--- config.mk ---
export PLATFORM = sky130hd
export DESIGN_NAME = round_pipe
export DESIGN_NICKNAME = d
export VERILOG_FILES = /design/src/rtl/fpu_round_pkg.sv /design/src/rtl/round_incr.sv /design/src/rtl/round_pipe.sv
export SDC_FILE = /design/constraint.sdc
export NUM_CORES = 1
export LEC_CHECK = 0
export ABC_AREA = 1
export CAP_MARGIN = 30
export CORE_UTILIZATION = 50
export DETAILED_ROUTE_END_ITERATION = 6
export PLACE_DENSITY = 0.77
export SYNTH_ARGS = -nofsm -noshare
export SYNTH_HDL_FRONTEND = slang
export SYNTH_SLANG_ARGS = --single-unit
--- constraint.sdc ---
create_clock -name CLK -period 2.9 [get_ports CLK]
set_clock_uncertainty 0.05 [all_clocks]
set_input_delay 0.725 -clock CLK [delete_from_list [all_inputs] [get_ports CLK]]
set_output_delay 0.725 -clock CLK [all_outputs]
set_load 0.03 [all_outputs]
--- src/rtl/fpu_round_pkg.sv ---
// rtl/fpu_round_pkg.sv - rounding-mode encodings, round-bit rule and saturation constants
// Shared by round_pipe and round_incr; constants are width-generic so any MW/EW works.
package fpu_round_pkg;

   typedef enum logic [2:0] {
      RM_RNE = 3'b000,
      RM_RTZ = 3'b001,
      RM_RUP = 3'b010,
      RM_RDN = 3'b011,
      RM_RMM = 3'b100
   } rmode_e;

   // Reserved encodings collapse to RNE so later stages only ever see legal modes.
   function automatic logic [2:0] norm_rmode(input logic [2:0] rm);
      logic [2:0] r;
      r = (rm > RM_RMM) ? RM_RNE : rm;
      return r;
   endfunction

   function automatic logic rnd_bit(input logic [2:0] rm, input logic s, input logic l,
                                    input logic g, input logic t);
      logic r;
      case (rm)
         RM_RTZ:  r = 1'b0;
         RM_RUP:  r = ~s & (g | t);
         RM_RDN:  r = s & (g | t);
         RM_RMM:  r = g;
         default: r = g & (t | l);
      endcase
      return r;
   endfunction

   // On exponent overflow: 1 -> infinity, 0 -> largest finite magnitude.
   function automatic logic sat_to_inf(input logic [2:0] rm, input logic s);
      logic r;
      case (rm)
         RM_RTZ:  r = 1'b0;
         RM_RUP:  r = ~s;
         RM_RDN:  r = s;
         default: r = 1'b1;
      endcase
      return r;
   endfunction

   function automatic logic [63:0] exp_inf(input int ew);
      return (64'd1 << ew) - 64'd1;
   endfunction

   function automatic logic [63:0] exp_max_finite(input int ew);
      return (64'd1 << ew) - 64'd2;
   endfunction

   function automatic logic [63:0] mant_max_finite(input int mw);
      return (64'd1 << (mw + 1)) - 64'd1;
   endfunction

endpackage

--- src/rtl/round_incr.sv ---
// rtl/round_incr.sv - stage-B combinational increment, carry renormalise and overflow saturate
module round_incr
   import fpu_round_pkg::*;
#(
   parameter int MW = 23,
   parameter int EW = 8
) (
   input  logic          sign_i,
   input  logic [EW-1:0] exp_i,
   input  logic [MW:0]   mant_i,
   input  logic [2:0]    rmode_i,
   input  logic          rnd_i,
   input  logic          inexact_i,
   output logic [EW-1:0] exp_o,
   output logic [MW:0]   mant_o,
   output logic          inexact_o,
   output logic          overflow_o
);

   localparam logic [EW-1:0] EXP_INF  = EW'(exp_inf(EW));
   localparam logic [EW-1:0] EXP_MAXF = EW'(exp_max_finite(EW));
   localparam logic [MW:0]   MANT_MAXF = (MW+1)'(mant_max_finite(MW));

   logic [MW+1:0] sum;
   logic [EW-1:0] exp_inc;

   always_comb begin
      sum        = {1'b0, mant_i} + {{(MW+1){1'b0}}, rnd_i};
      exp_inc    = exp_i + 1'b1;
      exp_o      = exp_i;
      mant_o     = sum[MW:0];
      inexact_o  = inexact_i;
      overflow_o = 1'b0;
      if (exp_i == EXP_INF) begin
         // Inf/NaN operands pass through untouched and never raise flags.
         mant_o    = mant_i;
         inexact_o = 1'b0;
      end else if (sum[MW+1]) begin
         if (exp_inc == EXP_INF) begin
            overflow_o = 1'b1;
            inexact_o  = 1'b1;
            if (sat_to_inf(rmode_i, sign_i)) begin
               exp_o  = EXP_INF;
               mant_o = '0;
            end else begin
               exp_o  = EXP_MAXF;
               mant_o = MANT_MAXF;
            end
         end else begin
            exp_o  = exp_inc;
            mant_o = sum[MW+1:1];
         end
      end
   end

endmodule

--- src/rtl/round_pipe.sv ---
// rtl/round_pipe.sv - two-stage pipelined IEEE-754 rounder with valid/ready on both sides
// Stage A captures the operand and round bit; stage B registers the rounded result.
module round_pipe
   import fpu_round_pkg::*;
#(
   parameter int MW = 23,
   parameter int EW = 8
) (
   input  logic          CLK,
   input  logic          RST,
   input  logic          in_valid,
   output logic          in_ready,
   input  logic          in_sign,
   input  logic [EW-1:0] in_exp,
   input  logic [MW+1:0] in_mant,
   input  logic          in_sticky,
   input  logic [2:0]    in_rmode,
   output logic          out_valid,
   input  logic          out_ready,
   output logic          out_sign,
   output logic [EW-1:0] out_exp,
   output logic [MW:0]   out_mant,
   output logic          out_inexact,
   output logic          out_overflow
);

   logic          a_valid_q;
   logic          a_sign_q;
   logic [EW-1:0] a_exp_q;
   logic [MW:0]   a_mant_q;
   logic [2:0]    a_rm_q;
   logic          a_rnd_q;
   logic          a_inex_q;

   logic          b_valid_q;
   logic          b_sign_q;
   logic [EW-1:0] b_exp_q;
   logic [MW:0]   b_mant_q;
   logic          b_inex_q;
   logic          b_ovf_q;

   logic [EW-1:0] b_exp_d;
   logic [MW:0]   b_mant_d;
   logic          b_inex_d;
   logic          b_ovf_d;

   logic          ready_a;
   logic          ready_b;
   logic [2:0]    rm_in;
   logic          rnd_in;

   // Ready ripples back combinationally so a full pipe still streams at one beat per cycle.
   assign ready_b  = ~b_valid_q | out_ready;
   assign ready_a  = ~a_valid_q | ready_b;
   assign in_ready = ready_a;

   assign rm_in  = norm_rmode(in_rmode);
   assign rnd_in = rnd_bit(rm_in, in_sign, in_mant[1], in_mant[0], in_sticky);

   round_incr #(.MW(MW), .EW(EW)) u_incr (
      .sign_i     (a_sign_q),
      .exp_i      (a_exp_q),
      .mant_i     (a_mant_q),
      .rmode_i    (a_rm_q),
      .rnd_i      (a_rnd_q),
      .inexact_i  (a_inex_q),
      .exp_o      (b_exp_d),
      .mant_o     (b_mant_d),
      .inexact_o  (b_inex_d),
      .overflow_o (b_ovf_d)
   );

   always_ff @(posedge CLK) begin
      if (RST) begin
         a_valid_q <= 1'b0;
         a_sign_q  <= 1'b0;
         a_exp_q   <= '0;
         a_mant_q  <= '0;
         a_rm_q    <= '0;
         a_rnd_q   <= 1'b0;
         a_inex_q  <= 1'b0;
         b_valid_q <= 1'b0;
         b_sign_q  <= 1'b0;
         b_exp_q   <= '0;
         b_mant_q  <= '0;
         b_inex_q  <= 1'b0;
         b_ovf_q   <= 1'b0;
      end else begin
         if (ready_a) begin
            a_valid_q <= in_valid;
            if (in_valid) begin
               a_sign_q <= in_sign;
               a_exp_q  <= in_exp;
               a_mant_q <= in_mant[MW+1:1];
               a_rm_q   <= rm_in;
               a_rnd_q  <= rnd_in;
               a_inex_q <= in_mant[0] | in_sticky;
            end
         end
         if (ready_b) begin
            b_valid_q <= a_valid_q;
            if (a_valid_q) begin
               b_sign_q <= a_sign_q;
               b_exp_q  <= b_exp_d;
               b_mant_q <= b_mant_d;
               b_inex_q <= b_inex_d;
               b_ovf_q  <= b_ovf_d;
            end
         end
      end
   end

   assign out_valid    = b_valid_q;
   assign out_sign     = b_sign_q;
   assign out_exp      = b_exp_q;
   assign out_mant     = b_mant_q;
   assign out_inexact  = b_inex_q;
   assign out_overflow = b_ovf_q;

endmodule

==> results of run 1 <==
==> registers in the layout, summed over array words and instances (netlist names) <==
signal        flops
a_valid_q         1
out_overflow      1
a_sign_q          1
out_inexact       1
out_valid         1
a_inex_q          1
a_rm_q            3
out_exp           8
a_rnd_q           1
out_mant         24
a_exp_q           8
out_sign          1
a_mant_q         24
==> critical path: cells and delay by family <==
family,cells,cell delay (ns)
and+or+nand+nor,1,0.10
buffers and inverters,3,1.18
==> per-stage QoR <==
| step | hold slack, ns | utilization | worst slack (ns) |
|---|---|---|---|
| floorplan | 0.407 | - | 0.825 |
| global placement | 0.401 | 0.621 | 0.125 |
| detailed placement | 0.409 | 0.621 | 0.125 |
| CTS | 0.421 | 0.640 | 0.126 |
| global route | 0.441 | 0.640 | 0.0721 |
| finish | 0.418 | 0.640 | 0.125 |
==> worst paths after layout <==
check                  start         end  slack [ns]  depth (start not counted)
setup reg to reg  a_exp_q[1]  out_exp[1]        0.43                         11
setup / recovery   out_ready    in_ready        0.13                          4
hold reg to reg   out_exp[0]  out_exp[0]        0.42                          2
hold / removal    out_exp[0]  out_exp[0]        0.42                          2
==> metal layers <==
metal  global-route usage  routed length, µm  vias up
li1                     -                  -     2231
met1                0.372               5330     2004
met2                0.486               5420      169
met3               0.0395                775       23
met4               0.0997                246        0
met5                    0                  0        -
==> synthesized netlist by cell type, drive strengths merged <==
cell type  number  share of area
xnor2           2         0.0041
nand3b          1         0.0018
o21ai          66          0.077
buf             7          0.014
dfxtp          75           0.35
a21oi          81           0.11
a31oi           2         0.0029
nor2           71          0.069
clkbuf         24          0.021
o211ai          5          0.011
nor3            5         0.0085
nand3          35          0.043
xor2           15          0.031
nand2         175           0.16
and2            2         0.0029
ha              4          0.012
nand4           4         0.0059
o221ai          1         0.0020
a211oi          1         0.0018
inv            80          0.071
==> cell families after synthesis <==
group,synth area share
flip-flops,0.351
AO/OA/AOI/OAI,0.201
buffers and inverters,0.106
XOR/XNOR,0.0348
adder cells (fa/ha/maj),0.0117
AND/OR/NAND/NOR,0.295
==> power breakdown <==
part           internal, W  switching, W
logic             0.000175      0.000222
registers          0.00109     0.0000551
clock network     0.000303      0.000399
==> final cells by class <==
| cell class | instances | area [µm²] | share of cell area |
|---|---|---|---|
| Tap cell | 105 | 131 | 0.0249 |
| Sequential cell | 75 | 1500 | 0.284 |
| Multi-Input combinational cell | 470 | 2320 | 0.439 |
| Inverter | 80 | 303 | 0.0573 |
| Timing Repair Buffer | 90 | 871 | 0.165 |
| Clock buffer | 10 | 128 | 0.0241 |
| Clock inverter | 5 | 31.3 | 0.00592 |
==> metrics.md, run 1 <==
| Metric | Value |
|---|---|
| Worst EP required | `2.12 ns` |
| CTS H-tree depth | `3` |
| Max VDD drop | `0.000208 V` |
| Std-Cell Rows | `33` |
| Post-DP Area | `5130 µm²` |
| Endpoint class of the critical path | `output port` |
| DR iter-0 viols | `235` |
| CTS tree | `done` |
| Tmin final | `2.77 ns` |
| Max frequency | `360 MHz` |
| Most common cell after layout, fill and taps aside | `nand2_1` |
| CP max FO | `3` |
| Final GP Congestion | `0.912` |
| CTS Hold Buffers Added | `0` |
| Root buffer cell | `clkbuf_8` |
| Pwr dens | `424 nW/µm²` |
| Syn nets | `702` |
| P_leak | `2.34 nW` |
| Largest net degree at the start of global routing | `44` |
| Most used cell, CP | `clkdlybuf4s50_1` |
| Hold Crit Class | `flip-flop to flip-flop` |
| Initial Utilization | `0.518` |
| DR vias | `4427` |
| Nets@finish | `772` |
| Clk slew on worst S/H paths | `0.08 ns` |
| Pins over their slew limit | `0` |
| TNS Setup | `0 ns` |
| Syn Std Cell Area | `4270 µm²` |
| Synth Instances | `656` |
| Register area share after synthesis | `0.351` |
| Setup violators final | `0` |
| Slowest stage delay, CP | `0.68 ns` |
| Slew at the pin with the worst max-slew slack | `0.819 ns` |
| I/O pin count | `79` |
| Clock Path Buffers | `2` |
| Drt total wl | `11.8 mm` |
| Critical path cell sequence | `clkdlybuf4s50_1 -> inv_1 -> nand3_1 -> clkdlybuf4s50_1` |
| WL per Instance | `14.1 µm` |
| Yosys Warn Count | `0` |
| GRT Util Overall | `0.287` |
| Dpl cells | `820` |
| Post-DP HPWL | `8.50 mm` |
| Period utilization | `0.957` |
| CTS Sinks | `75` |
| Post-route cell area | `5290 µm²` |
| Die Y | `94.5 µm` |
| GRT overflow | `0` |
| Yosys reg bits | `75` |
| Core area | `8260 µm²` |
| Power, Total | `0.00224 W` |
| DRT Pass-1 Iters | `5` |
| P&R area growth vs syn | `23.7%` |
| Non-filler cells, final | `835` |
| Most frequent cells in the layout | `nand2_1 (161), clkdlybuf4s50_1 (78), inv_1 (77)` |
| Die X | `94.5 µm` |
| Max cap viols | `0` |
| First-pass GRT wire length | `19.9 mm` |
| Diode count | `0` |
| RSZ-0062 raised after global routing | `no` |
| Vias in the first global route | `4172` |
| Avg Synthesized Cell Area | `6.52 µm²` |
| Antenna violations before repair | `0` |
| CTS resizes | `0` |
| IO buf count | `78` |
| Fill cell count | `810` |
| Layout cell share with drive strength beyond 1 | `0.0918` |
| Count of cell types in the netlist | `31` |
| # DRC | `0` |
| Postcts setup bufs | `0` |
| Outcome | `finished clean` |
| Clock latency on the worst-skew pair | `0.35 ns` |
| Final hold violation count | `0` |
| Vias per inst | `5.30` |
| Die Area | `8920 µm²` |
| CP arrival | `2.00 ns` |
| Cts bufs inserted | `9` |
| Class of the most critical setup path | `primary input to output port` |
| Critical path startpoint category | `primary input` |
| Max stage delay cell, worst path | `clkdlybuf4s50_1` |
| Slew margin rel. | `0.453` |
| ANT nets after route | `0` |
Power figures use the tool's default switching activity.
==> run 2, diff against run 1 <==
--- a/config.mk
+++ b/config.mk
@@ -5,11 +5,11 @@
 export SDC_FILE = /design/constraint.sdc
 export NUM_CORES = 1
 export LEC_CHECK = 0
-export ABC_AREA = 1
 export CAP_MARGIN = 30
 export CORE_UTILIZATION = 50
 export DETAILED_ROUTE_END_ITERATION = 6
-export PLACE_DENSITY = 0.77
+export PLACE_DENSITY = 0.78
+export SETUP_SLACK_MARGIN = 0.1
 export SYNTH_ARGS = -nofsm -noshare
 export SYNTH_HDL_FRONTEND = slang
 export SYNTH_SLANG_ARGS = --single-unit
==> metrics.md, run 2 <==
| Metric | Value |
|---|---|
| Outcome | `finished clean` |
| Hold Path Depth | `2 (unchanged)` |
| Worst Reg-to-Reg Cells | `7 (-4)` |
| Clk slew on worst S/H paths | `0.08 ns (about the same)` |
| Period utilization | `0.922 (-0.0347)` |
| Core area | `7690 µm² (-6.9%)` |
| P&R area growth vs syn | `30.1%` |
| DR vias | `3974 (-10%)` |
| Final hold violation count | `0 (unchanged)` |
| Antenna violations before repair | `0 (unchanged)` |
| Register area share after synthesis | `0.380 (+0.0282)` |
| RSZ-0062 raised after global routing | `no` |
| Nets@finish | `629 (-19%)` |
| FF-to-FF End | `out_mant[14]` |
| Most common cell after layout, fill and taps aside | `nand2_1` |
| Initial Utilization | `0.515 (-0.00293)` |
| Final core utilization | `0.669 (+0.0294)` |
| Yosys reg bits | `75 (unchanged)` |
| Vias per inst | `5.77 (+8.8%)` |
| CTS tree | `done` |
| Dpl ws | `-0.0184 ns (-0.143 ns)` |
| Max frequency | `374 MHz (+3.8%)` |
| Clock latency on the worst-skew pair | `0.35 ns (about the same)` |
| GRT overflow | `0 (unchanged)` |
| Leading area contributor after synthesis | `dfxtp_1` |
| CTS Sinks | `75 (unchanged)` |
| Predominant post-synthesis flop cell | `dfxtp_1` |
| Multi-input logic area | `2310 µm² (-0.27%)` |
| Die Area | `8270 µm² (-7.3%)` |
| Dominant cells by area after synthesis | `dfxtp_1 (38%), nand2_1 (9.9%), a21oi_1 (6.6%)` |
| CTS H-tree depth | `3 (unchanged)` |
| Register Area | `1500 µm² (unchanged)` |
| P_leak | `1.80 nW (-23%)` |
| Post-DP HPWL | `7.73 mm (-9.1%)` |
| Pwr dens | `486 nW/µm² (+15%)` |
| Fraction of registers with async set or reset after synthesis | `0 (unchanged)` |
| Layout cell share with drive strength beyond 1 | `0.109 (+0.0172)` |
| Hold Crit Class | `flip-flop to flip-flop` |
| CTS Hold Buffers Added | `0 (unchanged)` |
| Largest net degree at the start of global routing | `38 (-14%)` |
| Non-filler cells, final | `689 (-17%)` |
| Max cap viols | `0 (unchanged)` |
| CP arrival | `1.90 ns (-0.10 ns)` |
| CP max FO | `5 (+2)` |
| Synth top area share | `0.380 (+0.0282)` |
| Flop2flop setup slack | `0.24 ns (-0.19 ns)` |
| Hold EP | `out_mant[23]` |
| WL per Instance | `15.5 µm (+9.9%)` |
| Tmin final | `2.67 ns (-0.101 ns)` |
| Max VDD drop | `0.000320 V (+54%)` |
| Worst EP required | `2.12 ns (about the same)` |
| Min-delay src | `out_mant[23]` |
| Count of cell types in the netlist | `67 (+120%)` |
| Critical path startpoint category | `primary input` |
| Std-Cell Rows | `32 (-3.0%)` |
| Syn nets | `552 (-21%)` |
| ANT nets after route | `0 (unchanged)` |
| Vias in the first global route | `3568 (-14%)` |
| First-pass GRT wire length | `17.6 mm (-11%)` |
| Slew at the pin with the worst max-slew slack | `0.487 ns (-0.332 ns)` |
| Worst Setup Slack, final | `0.226 ns (+0.101 ns)` |
| IO buf count | `78 (unchanged)` |
| I/O pin count | `79 (unchanged)` |
| Most common library cells after synthesis | `nand2_1 (104), dfxtp_1 (75), a21oi_1 (52)` |
| Count leader, synth | `nand2_1` |
| Pins over their slew limit | `0 (unchanged)` |
| Dpl cells | `672 (-18%)` |
| Setup violators final | `0 (unchanged)` |
| # DRC | `0 (unchanged)` |
| GRT Util Overall | `0.263 (-0.0233)` |
| Diode count | `0 (unchanged)` |
| Drt total wl | `10.7 mm (-9.3%)` |
| Final GP Congestion | `0.862 (-5.5%)` |
| DRT Pass-1 Iters | `7 (+2)` |
| WHS | `0.400 ns (-0.0184 ns)` |
| Class of the most critical setup path | `primary input to output port` |
| Endpoint class of the critical path | `output port` |
| DR iter-0 viols | `309 (+31%)` |
| Most frequent cells in the layout | `nand2_1 (104), clkdlybuf4s50_1 (76), dfxtp_1 (75)` |
| Synth Instances | `506 (-23%)` |
| Fill cell count | `669 (-17%)` |
| Root buffer cell | `clkbuf_8` |
| Yosys Warn Count | `0 (unchanged)` |
| Die X | `91.0 µm (-3.7%)` |
| Slew margin rel. | `0.672 (+0.219)` |
| Die Y | `91.0 µm (-3.7%)` |
| Syn Std Cell Area | `3960 µm² (-7.4%)` |
| Cts bufs inserted | `9 (unchanged)` |
| Clock Path Buffers | `2 (unchanged)` |
| Crit Reg-Reg Startpoint | `a_exp_q[0]` |
| Avg Synthesized Cell Area | `7.82 µm² (+20%)` |
| EDFF count, synth | `0 (unchanged)` |
run 2: changes by cell type after synthesis, sizes merged, moves of 9 or more:
cell    change
inv        -76
nand2      -69
o21ai      -49
a21oi      -28
nor2       -27
nand3      -17
nor3       +16
a311oi      +9
xnor2       +9
run 2: layer usage:
metal  up-vias  part of all wire  global-route usage
met5         -                 0                   0
met4         0             0.019               0.103
met3        18             0.058              0.0335
met2       158              0.45               0.404
met1      1836              0.47               0.375
li1       1962                 -                   -
run 2: cells by family after synthesis:
logic type | after synthesis | share of synthesized area
mux | 2 | 0.00538
buf+inv | 38 | 0.0379
fa+ha+maj | 4 | 0.0127
flops | 75 | 0.380
simple gates | 230 | 0.283
xor+xnor | 26 | 0.0576
compound gates | 131 | 0.224
run 2: area by class of cell:
| class | count | share of cell area |
|---|---|---|
| repair buffers | 100 | 0.183 |
| clock buffers | 11 | 0.0294 |
| well taps | 102 | 0.0248 |
| inverters | 4 | 0.00292 |
| clock inverters | 4 | 0.0190 |
| multi-input cells | 393 | 0.450 |
| flip-flops and latches | 75 | 0.292 |
run 2: worst max-delay path by stage:
stage,endpoint,slack [ns],startpoint,cells past startpoint
after floorplan,out_mant[15],0.65,a_mant_q[0],8
after global placement,in_ready,0.01,out_ready,4
after detailed placement,in_ready,-0.02,out_ready,4
after CTS,out_mant[15],0.19,a_exp_q[0],7
after global routing,out_mant[5],0.10,a_exp_q[0],7
final,in_ready,0.23,out_ready,4
run 2: per-stage QoR:
step / power (W) / setup TNS [ns] / area [µm²]
final: 0.00250 / 0 / 5150
after CTS: 0.00250 / 0 / 5120
after global placement: 0.00152 / 0 / 4880
after floorplan: 0.00136 / 0 / 3960
after detailed placement: 0.00153 / -0.0184 / 4880
after global routing: 0.00258 / 0 / 5150
run 2: power breakdown:
part	total, W	internal (W)	switching [W]	leakage [nW]
clock	0.000996	0.000614	0.000382	0.122
sequential	0.00115	0.00108	0.0000642	0.616
combinational	0.000357	0.000169	0.000188	1.06
total	0.00250	0.00187	0.000634	1.80
run 2: worst max-delay path: stages:
cell,delay [ns]
clkdlybuf4s50_1,0.40
nor2b_1,0.27
nand2_1,0.13
dlygate4sd2_1,0.37
run 2: timing repair:
action / 4_1_cts / 5_1_grt
buffers inserted: 0 / 2
pin swaps: 0 / 1
gates resized for setup: 1 / 2
setup endpoints to repair: 1 / 13
